--- config.mk ---
export PLATFORM = sky130hd
export DESIGN_NAME = pc_sequencer_flat
export DESIGN_NICKNAME = d
export VERILOG_FILES = /design/src/rtl/pc_sequencer_if.sv /design/src/rtl/pc_sequencer.sv /design/src/flat_wrapper.sv
export SDC_FILE = /design/constraint.sdc
export NUM_CORES = 1
export LEC_CHECK = 0
export CORE_MARGIN = 2
export CORE_UTILIZATION = 51
export CTS_CLUSTER_SIZE = 40
export DETAILED_ROUTE_END_ITERATION = 16
export PLACE_DENSITY = 0.86
export SLEW_MARGIN = 30
export SYNTH_ARGS = -nofsm -noshare
export SYNTH_HDL_FRONTEND = slang
export SYNTH_SLANG_ARGS = --single-unit
--- constraint.sdc ---
create_clock -name clk -period 3.4 [get_ports clk]
set_input_delay 1.02 -clock clk [delete_from_list [all_inputs] [get_ports clk]]
set_output_delay 1.02 -clock clk [all_outputs]
set_load 0.02 [all_outputs]
--- src/rtl/pc_sequencer_if.sv ---
// Bus between the hazard/branch logic in ID and the fetch PC sequencer.
// The master side drives stall and redirects; the slave (sequencer) returns the fetch PC and status.
interface pc_sequencer_if;
    logic        stall;
    logic        branch_taken;
    logic [31:0] branch_target;
    logic        jump;
    logic [31:0] jump_target;
    logic [31:0] pc;
    logic [31:0] pc_plus4;
    logic        if_valid;
    logic        ifid_flush;
    logic        misalign_err;
    logic [1:0]  state;

    modport master (
        output stall, branch_taken, branch_target, jump, jump_target,
        input  pc, pc_plus4, if_valid, ifid_flush, misalign_err, state
    );

    modport slave (
        input  stall, branch_taken, branch_target, jump, jump_target,
        output pc, pc_plus4, if_valid, ifid_flush, misalign_err, state
    );
endinterface

--- src/rtl/pc_sequencer.sv ---
// Fetch PC register and its update sequencing: +4, branch/jump redirect, stall hold.
// A redirect seen during a stall is parked and applied when the stall releases.
module pc_sequencer #(
    parameter logic [31:0] RESET_PC       = 32'h0000_0000,
    parameter bit          PC_ALIGN_CHECK = 1'b1
) (
    input  logic           clk,
    input  logic           rst,
    pc_sequencer_if.slave  bus
);

    typedef enum logic [1:0] {
        BOOT = 2'd0,
        RUN  = 2'd1,
        HOLD = 2'd2,
        BAD  = 2'd3
    } state_t;

    state_t      state_q, state_d;
    logic [31:0] pc_q, pc_d;
    logic [31:0] pend_target_q, pend_target_d;
    logic        pend_valid_q, pend_valid_d;
    logic        err_q, err_d;
    logic        if_valid, ifid_flush;

    logic        redir;
    logic [31:0] tgt;
    logic        tgt_misaligned;
    logic [31:0] tgt_aligned;

    // Branch outranks jump when both resolve in the same cycle.
    assign redir          = bus.branch_taken | bus.jump;
    assign tgt            = bus.branch_taken ? bus.branch_target : bus.jump_target;
    assign tgt_misaligned = PC_ALIGN_CHECK && (tgt[1:0] != 2'b00);
    assign tgt_aligned    = tgt_misaligned ? {tgt[31:2], 2'b00} : tgt;

    always_ff @(posedge clk) begin
        if (rst) begin
            state_q       <= BOOT;
            pc_q          <= RESET_PC;
            pend_target_q <= 32'h0000_0000;
            pend_valid_q  <= 1'b0;
            err_q         <= 1'b0;
        end else begin
            state_q       <= state_d;
            pc_q          <= pc_d;
            pend_target_q <= pend_target_d;
            pend_valid_q  <= pend_valid_d;
            err_q         <= err_d;
        end
    end

    always_comb begin
        state_d       = state_q;
        pc_d          = pc_q;
        pend_target_d = pend_target_q;
        pend_valid_d  = pend_valid_q;
        err_d         = err_q;
        if_valid      = 1'b0;
        ifid_flush    = 1'b0;

        if ((state_q == RUN || state_q == HOLD) && redir && tgt_misaligned)
            err_d = 1'b1;

        case (state_q)
            BOOT: begin
                state_d = RUN;
            end
            RUN: begin
                if_valid = 1'b1;
                if (bus.stall) begin
                    if (redir) begin
                        pend_target_d = tgt_aligned;
                        pend_valid_d  = 1'b1;
                    end
                    state_d = HOLD;
                end else if (redir) begin
                    pc_d       = tgt_aligned;
                    ifid_flush = 1'b1;
                end else begin
                    pc_d = pc_q + 32'd4;
                end
            end
            HOLD: begin
                if_valid = 1'b1;
                if (bus.stall) begin
                    if (redir) begin
                        pend_target_d = tgt_aligned;
                        pend_valid_d  = 1'b1;
                    end
                end else begin
                    // A redirect arriving on the release cycle is newer than the parked one.
                    state_d      = RUN;
                    pend_valid_d = 1'b0;
                    if (redir) begin
                        pc_d       = tgt_aligned;
                        ifid_flush = 1'b1;
                    end else if (pend_valid_q) begin
                        pc_d       = pend_target_q;
                        ifid_flush = 1'b1;
                    end else begin
                        pc_d = pc_q + 32'd4;
                    end
                end
            end
            default: begin
                state_d = BOOT;
            end
        endcase
    end

    assign bus.pc           = pc_q;
    assign bus.pc_plus4     = pc_q + 32'd4;
    assign bus.if_valid     = if_valid;
    assign bus.ifid_flush   = ifid_flush;
    assign bus.misalign_err = err_q;
    assign bus.state        = state_q;

endmodule
--- src/flat_wrapper.sv ---
// flat-port wrapper written by rule: the top's interface ports become plain ports
module pc_sequencer_flat 
#(
    parameter logic [31:0] RESET_PC       = 32'h0000_0000,
    parameter bit          PC_ALIGN_CHECK = 1'b1
)
  (clk, rst, bus_stall, bus_branch_taken, bus_branch_target, bus_jump, bus_jump_target, bus_pc, bus_pc_plus4, bus_if_valid, bus_ifid_flush, bus_misalign_err, bus_state);
  pc_sequencer_if bus_i ();
  input  logic clk;
  input  logic rst;
  input wire logic [$bits(bus_i.stall)-1:0] bus_stall;
  input wire logic [$bits(bus_i.branch_taken)-1:0] bus_branch_taken;
  input wire logic [$bits(bus_i.branch_target)-1:0] bus_branch_target;
  input wire logic [$bits(bus_i.jump)-1:0] bus_jump;
  input wire logic [$bits(bus_i.jump_target)-1:0] bus_jump_target;
  output wire logic [$bits(bus_i.pc)-1:0] bus_pc;
  output wire logic [$bits(bus_i.pc_plus4)-1:0] bus_pc_plus4;
  output wire logic [$bits(bus_i.if_valid)-1:0] bus_if_valid;
  output wire logic [$bits(bus_i.ifid_flush)-1:0] bus_ifid_flush;
  output wire logic [$bits(bus_i.misalign_err)-1:0] bus_misalign_err;
  output wire logic [$bits(bus_i.state)-1:0] bus_state;
  assign bus_i.stall = bus_stall;
  assign bus_i.branch_taken = bus_branch_taken;
  assign bus_i.branch_target = bus_branch_target;
  assign bus_i.jump = bus_jump;
  assign bus_i.jump_target = bus_jump_target;
  assign bus_pc = bus_i.pc;
  assign bus_pc_plus4 = bus_i.pc_plus4;
  assign bus_if_valid = bus_i.if_valid;
  assign bus_ifid_flush = bus_i.ifid_flush;
  assign bus_misalign_err = bus_i.misalign_err;
  assign bus_state = bus_i.state;
  pc_sequencer #(.RESET_PC(RESET_PC), .PC_ALIGN_CHECK(PC_ALIGN_CHECK)) u_core (.clk(clk), .rst(rst), .bus(bus_i));
endmodule
==> results of run 1 <==
## report_power, final
part	internal, uW	total [uW]	switching, uW
Combinational	818	1820	1000
Sequential	980	1160	180
Clock	377	708	331
## worst max path at each step
stage | slack [ns] | start | endpoint | cells past startpoint
after floorplan | 0.26 | bus_branch_taken | bus_ifid_flush | 5
final | 0.07 | u_core.bus.pc[2]$_SDFFE_PP0P_ | bus_pc_plus4[10] | 6
after CTS | 0.004 | u_core.bus.pc[2]$_SDFFE_PP0P_ | bus_pc_plus4[28] | 6
after global placement | -0.16 | bus_jump | bus_ifid_flush | 5
after global routing | -0.01 | u_core.bus.pc[22]$_SDFFE_PP0P_ | bus_pc_plus4[29] | 5
after detailed placement | -0.21 | bus_jump | bus_ifid_flush | 5
## what timing repair did
| action | CTS | global route |
|---|---|---|
| pin swaps | 0 | 1 |
| hold buffers | 0 | 0 |
| buffers inserted | 1 | 0 |
| resized for setup | 22 | 22 |
| setup endpoints to repair | 18 | 15 |
| endpoints found under the hold margin | 0 | 0 |
## flip-flops by register name, summed over array words and instances (netlist names)
signal	count
u_core.bus.misalign_err	1
u_core.bus.pc	32
u_core.bus.state	2
u_core.pend_target_q	32
u_core.pend_valid_q	1
## Yosys cell counts, types with 3 or more instances
cell type	instances	area share (%)
sky130_fd_sc_hd__buf_2	18	2.0
sky130_fd_sc_hd__buf_1	5	0.42
sky130_fd_sc_hd__nand3_1	15	1.7
sky130_fd_sc_hd__o221ai_1	7	1.4
sky130_fd_sc_hd__a221o_1	5	1.1
sky130_fd_sc_hd__nor3b_1	3	0.51
sky130_fd_sc_hd__nor3_1	15	1.7
sky130_fd_sc_hd__nand4_1	14	2.0
sky130_fd_sc_hd__xnor2_1	16	3.2
sky130_fd_sc_hd__mux2i_1	10	2.3
sky130_fd_sc_hd__buf_4	3	0.51
sky130_fd_sc_hd__xor2_1	12	2.4
sky130_fd_sc_hd__and2_1	7	0.99
sky130_fd_sc_hd__ha_1	5	1.4
sky130_fd_sc_hd__nor2b_1	5	0.70
sky130_fd_sc_hd__dfxtp_1	68	31
sky130_fd_sc_hd__and4_1	6	1.2
sky130_fd_sc_hd__inv_1	13	1.1
sky130_fd_sc_hd__o21ai_0	39	4.4
sky130_fd_sc_hd__clkbuf_1	24	2.0
sky130_fd_sc_hd__a21oi_1	24	2.7
sky130_fd_sc_hd__a32oi_1	4	0.79
sky130_fd_sc_hd__and3_1	10	1.4
sky130_fd_sc_hd__nand2_1	66	5.6
sky130_fd_sc_hd__a211oi_1	12	2.0
sky130_fd_sc_hd__a221oi_1	6	1.2
sky130_fd_sc_hd__a22oi_1	15	2.5
sky130_fd_sc_hd__a311oi_1	20	3.9
sky130_fd_sc_hd__nor2_1	64	5.4
sky130_fd_sc_hd__a31oi_1	5	0.70
sky130_fd_sc_hd__o32ai_1	3	0.59
sky130_fd_sc_hd__a32o_1	5	1.1
sky130_fd_sc_hd__nor4_1	9	1.3
sky130_fd_sc_hd__o211ai_1	9	1.5
## metal layers
metal / track usage, % / vias up
met4: 8.76 / 0
met5: 0 / -
met3: 5.61 / 31
li1: - / 2460
met1: 45.1 / 2521
met2: 51.7 / 314
## layout make-up
| class | instances | area, um^2 |
|---|---|---|
| clock buffers | 12 | 155 |
| clock inverters | 4 | 47.5 |
| fillers | 651 | 2190 |
| repair buffers | 188 | 1770 |
| multi-input cells | 444 | 2870 |
| well taps | 108 | 135 |
| inverters | 14 | 52.6 |
| flip-flops and latches | 68 | 1370 |
## critical path: stages (launching register included)
cell and delay [ns]:
sky130_fd_sc_hd__dfxtp_1 0.41, sky130_fd_sc_hd__ha_2 0.25, sky130_fd_sc_hd__and3_2 0.26, sky130_fd_sc_hd__nand2_1 0.11
sky130_fd_sc_hd__buf_4 0.16, sky130_fd_sc_hd__xnor2_1 0.15, sky130_fd_sc_hd__clkdlybuf4s50_1 0.63
## metrics by stage
stage	hold slack (ns)	utilization [%]
2_1_floorplan	0.446	-
3_3_place_gp	0.461	71.0
3_5_place_dp	0.469	71.0
4_1_cts	0.477	73.8
5_1_grt	0.488	74.5
6_report	0.481	74.5
## cell usage in the layout, fill, tap and decap left out, types with 7 or more instances in the layout
cell / instances
sky130_fd_sc_hd__o21ai_0: 39
sky130_fd_sc_hd__inv_1: 13
sky130_fd_sc_hd__nand4_1: 14
sky130_fd_sc_hd__o211ai_1: 9
sky130_fd_sc_hd__mux2i_1: 10
sky130_fd_sc_hd__nor3_1: 11
sky130_fd_sc_hd__and3_1: 8
sky130_fd_sc_hd__dfxtp_1: 63
sky130_fd_sc_hd__nor4_1: 8
sky130_fd_sc_hd__buf_4: 49
sky130_fd_sc_hd__dlygate4sd2_1: 8
sky130_fd_sc_hd__nor2_1: 63
sky130_fd_sc_hd__o221ai_1: 7
sky130_fd_sc_hd__nand2_1: 66
sky130_fd_sc_hd__a22oi_1: 15
sky130_fd_sc_hd__a211oi_1: 12
sky130_fd_sc_hd__and2_1: 7
sky130_fd_sc_hd__a311oi_1: 20
sky130_fd_sc_hd__xnor2_1: 16
sky130_fd_sc_hd__xor2_1: 12
sky130_fd_sc_hd__clkdlybuf4s50_1: 116
sky130_fd_sc_hd__clkbuf_8: 11
sky130_fd_sc_hd__nand3_1: 14
sky130_fd_sc_hd__dlymetal6s2s_1: 8
sky130_fd_sc_hd__a21oi_1: 24
## kinds of logic (layout without fill, tap and decap cells)
| kind of cell | count (synthesis) | in the layout | share of synthesized area (%) |
|---|---|---|---|
| adders and majority gates | 5 | 5 | 1.41 |
| DFF | 68 | 68 | 30.6 |
| xor gates and xnor gates | 28 | 28 | 5.52 |
| AOI/OAI and AO/OA | 169 | 169 | 27.1 |
| muxes | 10 | 10 | 2.25 |
| and+or+nand+nor | 232 | 232 | 26.4 |
| buffers and inverters | 66 | 218 | 6.73 |
==> results.toml, run 1 <==
[critical_path]
critical_path.startpoint_type = "flip-flop"
worst_reg2reg_path_length_in_cells = 9
critPathKind = "flip-flop to output port"
crit_required_ns = 2.38
worst_r2r_endpoint = "u_core.bus.pc[31]$_SDFFE_PP0P_"
worst-path-max-fanout = 5
rr_startpoint = "u_core.bus.state[0]$_SDFFE_PP0P_"
worst_setup_path_end_kind = "output port"
r2r_slack_ns = 0.97
worstPathArrival_ns = 2.31

[logic_synthesis]
async_flop_share_pct = 0
synthesis.yosys.warnings = 0
synth_edf_count = 0
synth.net_count = 652
post_synthesis_sequential_area_ratio_pct = 30.6
syn_area_mm2 = 0.00444
synth_top_flop_cell = "sky130_fd_sc_hd__dfxtp_1"
synthCells = 578
syn_area_per_cell_um2 = 7.69
synth.lib_cells_used.distinct = 62
synth-seq-cells = 68

[worst_hold_path]
hold_path_class = "flip-flop to flip-flop"
whs_endpoint = "u_core.pend_target_q[1]$_SDFFE_PP0P_"
worst_hold_path_startpoint = "u_core.pend_target_q[1]$_SDFFE_PP0P_"
worst_hold_path.num_cells = 1

[route]
detail_route.wirelength_um = 15800
num_vias = 5326
drt_drc_violations_left = 0
wl_met2_um = 7320
wl_met3_um = 1450
met1Wirelength_um = 6680
detailedRoute.firstPassIterationCount = 6
drt_first_iter_violations = 448
wire_per_inst_um = 18.8
dr.max_layer_used = "met4"
vias_per_cell = 6.36
ant_nets = 0

[timing]
finalClockSkew_ns = 0.00846
worst_slew_pin_slew_ns = 0.690
layout_min_cycle_time_ns = 3.33
report.final.setup_viol = 0
max-slew-margin-rel_pct = 54.0
report.final.hold_viol_count = 0
rsz0062_at_grt = "yes"
timing.final.ws_setup_ns = 0.0677
max_freq_mhz = 300
final_min_period_over_clock_period_pct = 98.0
drv_slew = 0
finalSetupTns_ns = 0

[grt]
antenna_found_initial = 1
grt_start_max_net_pins = 64
grt_pass1_vias = 4915
first_pass_grt_wire_length_um = 25100
grt.overflow.total = 0
grt_use_total_pct = 32.3

[layout]
finish.cell_count_without_fillers = 838
nNetsFinal = 799
antenna_cells_inserted = 0
fraction_of_layout_cells_with_a_size_suffix_above_1_pct = 13.3
final_cell_area_mm2 = 0.00640
flow.area_growth_from_synthesis_pct = 44.0

[floorplanning]
ioPinCount = 138
effective_utilization_at_floorplan_pct = 51.7
die_y_um = 97.3
placeableCoreArea_mm2 = 0.00859
rows = 34
die-area_mm2 = 0.00947
die_width_um = 97.3

[clocking]
cts.root.buffer_cell = "sky130_fd_sc_hd__clkbuf_8"
tritoncts = "yes"
numCtsBuffers = 9
tritoncts_num_sinks = 68
path_clk_slew_ns = 0.08
largest_buffer_count_on_any_clock_path = 2
clock_insertion_delay_at_the_later_pin_of_the_skew_report_ns = 0.36
htree_num_levels = 3

[placed_design]
pre_cts_ws_ns = -0.211
post-place-cells = 821
globalplace.congestion = 0.931
detailed_place.area_mm2 = 0.00610
place_hpwl_um = 11700
place.port_buffers = 137

[power]
p_per_area_mw_per_mm2 = 577
total_power_uw = 3690
p_leak_uw = 0.00257
peakVddDrop_mv = 0.277

[run]
drv.max_cap_violation_count = 0

[run_status]
outcome = "finished, final reports clean"
(Power assumes the default switching activity.)
==> inputs of run 2 (changes only) <==
--- a/config.mk
+++ b/config.mk
@@ -10,6 +10,7 @@
 export CTS_CLUSTER_SIZE = 40
 export DETAILED_ROUTE_END_ITERATION = 16
 export PLACE_DENSITY = 0.86
+export SKIP_LAST_GASP = 1
 export SLEW_MARGIN = 30
 export SYNTH_ARGS = -nofsm -noshare
 export SYNTH_HDL_FRONTEND = slang
==> results.toml, run 2 (synthesis gave the netlist of run 1 again) <==
[timing]
finalClockSkew_ns = 0.00887
worst_slew_pin_slew_ns = 0.685
drv_slew = 0
max_freq_mhz = 291
layout_min_cycle_time_ns = 3.44
report.final.setup_viol = 1
timing.final.ws_setup_ns = -0.0373
report.final.hold_viol_count = 0
final_min_period_over_clock_period_pct = 101
rsz0062_at_grt = "yes"
max-slew-margin-rel_pct = 54.3

[layout]
flow.area_growth_from_synthesis_pct = 43.5
fraction_of_layout_cells_with_a_size_suffix_above_1_pct = 12.3
antenna_cells_inserted = 0
nNetsFinal = 799
commonest_cells_after_routing_fill_and_taps_aside = "sky130_fd_sc_hd__clkdlybuf4s50_1 (116), sky130_fd_sc_hd__dfxtp_1 (67), sky130_fd_sc_hd__nand2_1 (66)"
final_common_cell = "sky130_fd_sc_hd__clkdlybuf4s50_1"
final_core_area_utilization_pct = 74.2

[route]
vias_per_cell = 6.35
detail_route.wirelength_um = 15700
num_vias = 5320
detailedRoute.firstPassIterationCount = 5
drt_first_iter_violations = 442
drt_drc_violations_left = 0
ant_nets = 0
wire_per_inst_um = 18.7

[critical_path]
critPathKind = "flip-flop to output port"
worstPathArrival_ns = 2.42
critical_path.startpoint_type = "flip-flop"
critical_path.top_delay_family = "buffers and inverters"
critical_path.slowest_cell = "sky130_fd_sc_hd__clkdlybuf4s50_1"
crit_required_ns = 2.38
timing.critical_path.cells = "ha_1 -> nand3_1 -> nor3_4 -> xor2_1 -> clkdlybuf4s50_1"
critical_path.max_stage_delay_ns = 0.63
worst-path-max-fanout = 5
critPathBufInv = 1
worst_setup_path_end_kind = "output port"

[floorplanning]
placeableCoreArea_mm2 = 0.00859
die_width_um = 97.3
die-area_mm2 = 0.00947
rows = 34
ioPinCount = 138
effective_utilization_at_floorplan_pct = 51.7
die_y_um = 97.3

[run_status]
outcome = "finished with violations"
violated_checks = "setup timing"

[clocking]
htree_num_levels = 3
largest_buffer_count_on_any_clock_path = 2
path_clk_slew_ns = 0.08
tritoncts_num_sinks = 68
cts.root.buffer_cell = "sky130_fd_sc_hd__clkbuf_8"
clock_insertion_delay_at_the_later_pin_of_the_skew_report_ns = 0.35
ctsHoldBuffers = 0
tritoncts = "yes"
numCtsBuffers = 9

[run]
drv.max_cap_violation_count = 0

[grt]
antenna_found_initial = 0
grt_use_total_pct = 32.3
grt.overflow.total = 0
grt_pass1_vias = 4938
grt_start_max_net_pins = 64
first_pass_grt_wire_length_um = 25200

[placed_design]
globalplace.congestion = 0.931
pre_cts_ws_ns = -0.211
place_hpwl_um = 11700
place.port_buffers = 137

[power]
p_per_area_mw_per_mm2 = 577
p_leak_uw = 0.00256
peakVddDrop_mv = 0.278

[worst_hold_path]
hold_path_class = "flip-flop to flip-flop"
-- run 2: cell counts in the layout (fill, tap and decap cells not counted) --
No cell type changed its count.
-- run 2: cell type report --
| cell class | instances | area (um^2) |
|---|---|---|
| Multi-Input combinational cell | 444 | 2850 |
| Fill cell | 655 | 2220 |
| Inverter | 14 | 52.6 |
| Clock buffer | 12 | 155 |
| Tap cell | 108 | 135 |
| Sequential cell | 68 | 1360 |
| Timing Repair Buffer | 188 | 1770 |
| Clock inverter | 4 | 47.5 |
-- run 2: stage by stage --
stage / cell area, um^2 / TNS [ns] / hold slack [ns] / cells / total power, uW
2_1_floorplan: 4450 / 0 / 0.446 / 578 / 2130
3_3_place_gp: 6100 / -0.155 / 0.461 / 821 / 2930
3_5_place_dp: 6100 / -0.211 / 0.469 / 821 / 2990
4_1_cts: 6340 / -0.0167 / 0.477 / 838 / 3650
5_1_grt: 6380 / -0.225 / 0.488 / 838 / 3850
6_report: 6380 / -0.0373 / 0.484 / 838 / 3680
-- run 2: worst paths after layout --
check | startpoint | to | slack, ns | depth (start not counted)
hold reg to reg | u_core.pend_target_q[1]$_SDFFE_PP0P_ | u_core.pend_target_q[1]$_SDFFE_PP0P_ | 0.48 | 1
hold / removal | u_core.pend_target_q[1]$_SDFFE_PP0P_ | u_core.pend_target_q[1]$_SDFFE_PP0P_ | 0.48 | 1
setup reg to reg | u_core.bus.state[0]$_SDFFE_PP0P_ | u_core.bus.pc[31]$_SDFFE_PP0P_ | 0.99 | 9
setup / recovery | u_core.bus.pc[2]$_SDFFE_PP0P_ | bus_pc_plus4[12] | -0.04 | 5
-- run 2: power by group --
group / switching [uW] / leakage [uW] / internal [uW] / total, uW
Clock: 329 / 0.000102 / 377 / 706
Combinational: 1000 / 0.00190 / 816 / 1820
Sequential: 179 / 0.000557 / 977 / 1160
Total: 1510 / 0.00256 / 2170 / 3680
-- run 2: repair_timing --
item	in CTS	in global routing
buffers inserted	1	0
resized for setup	20	16
setup endpoints to repair	18	14
endpoints found under the hold margin	0	0
-- run 2: routing by layer --
metal,GRT usage [%],share of wire (%),vias up
li1,-,-,2462
met1,45.6,43,2518
met2,51.5,47,315
met3,4.89,8.7,25
met4,9.08,1.6,0
met5,0,0,-
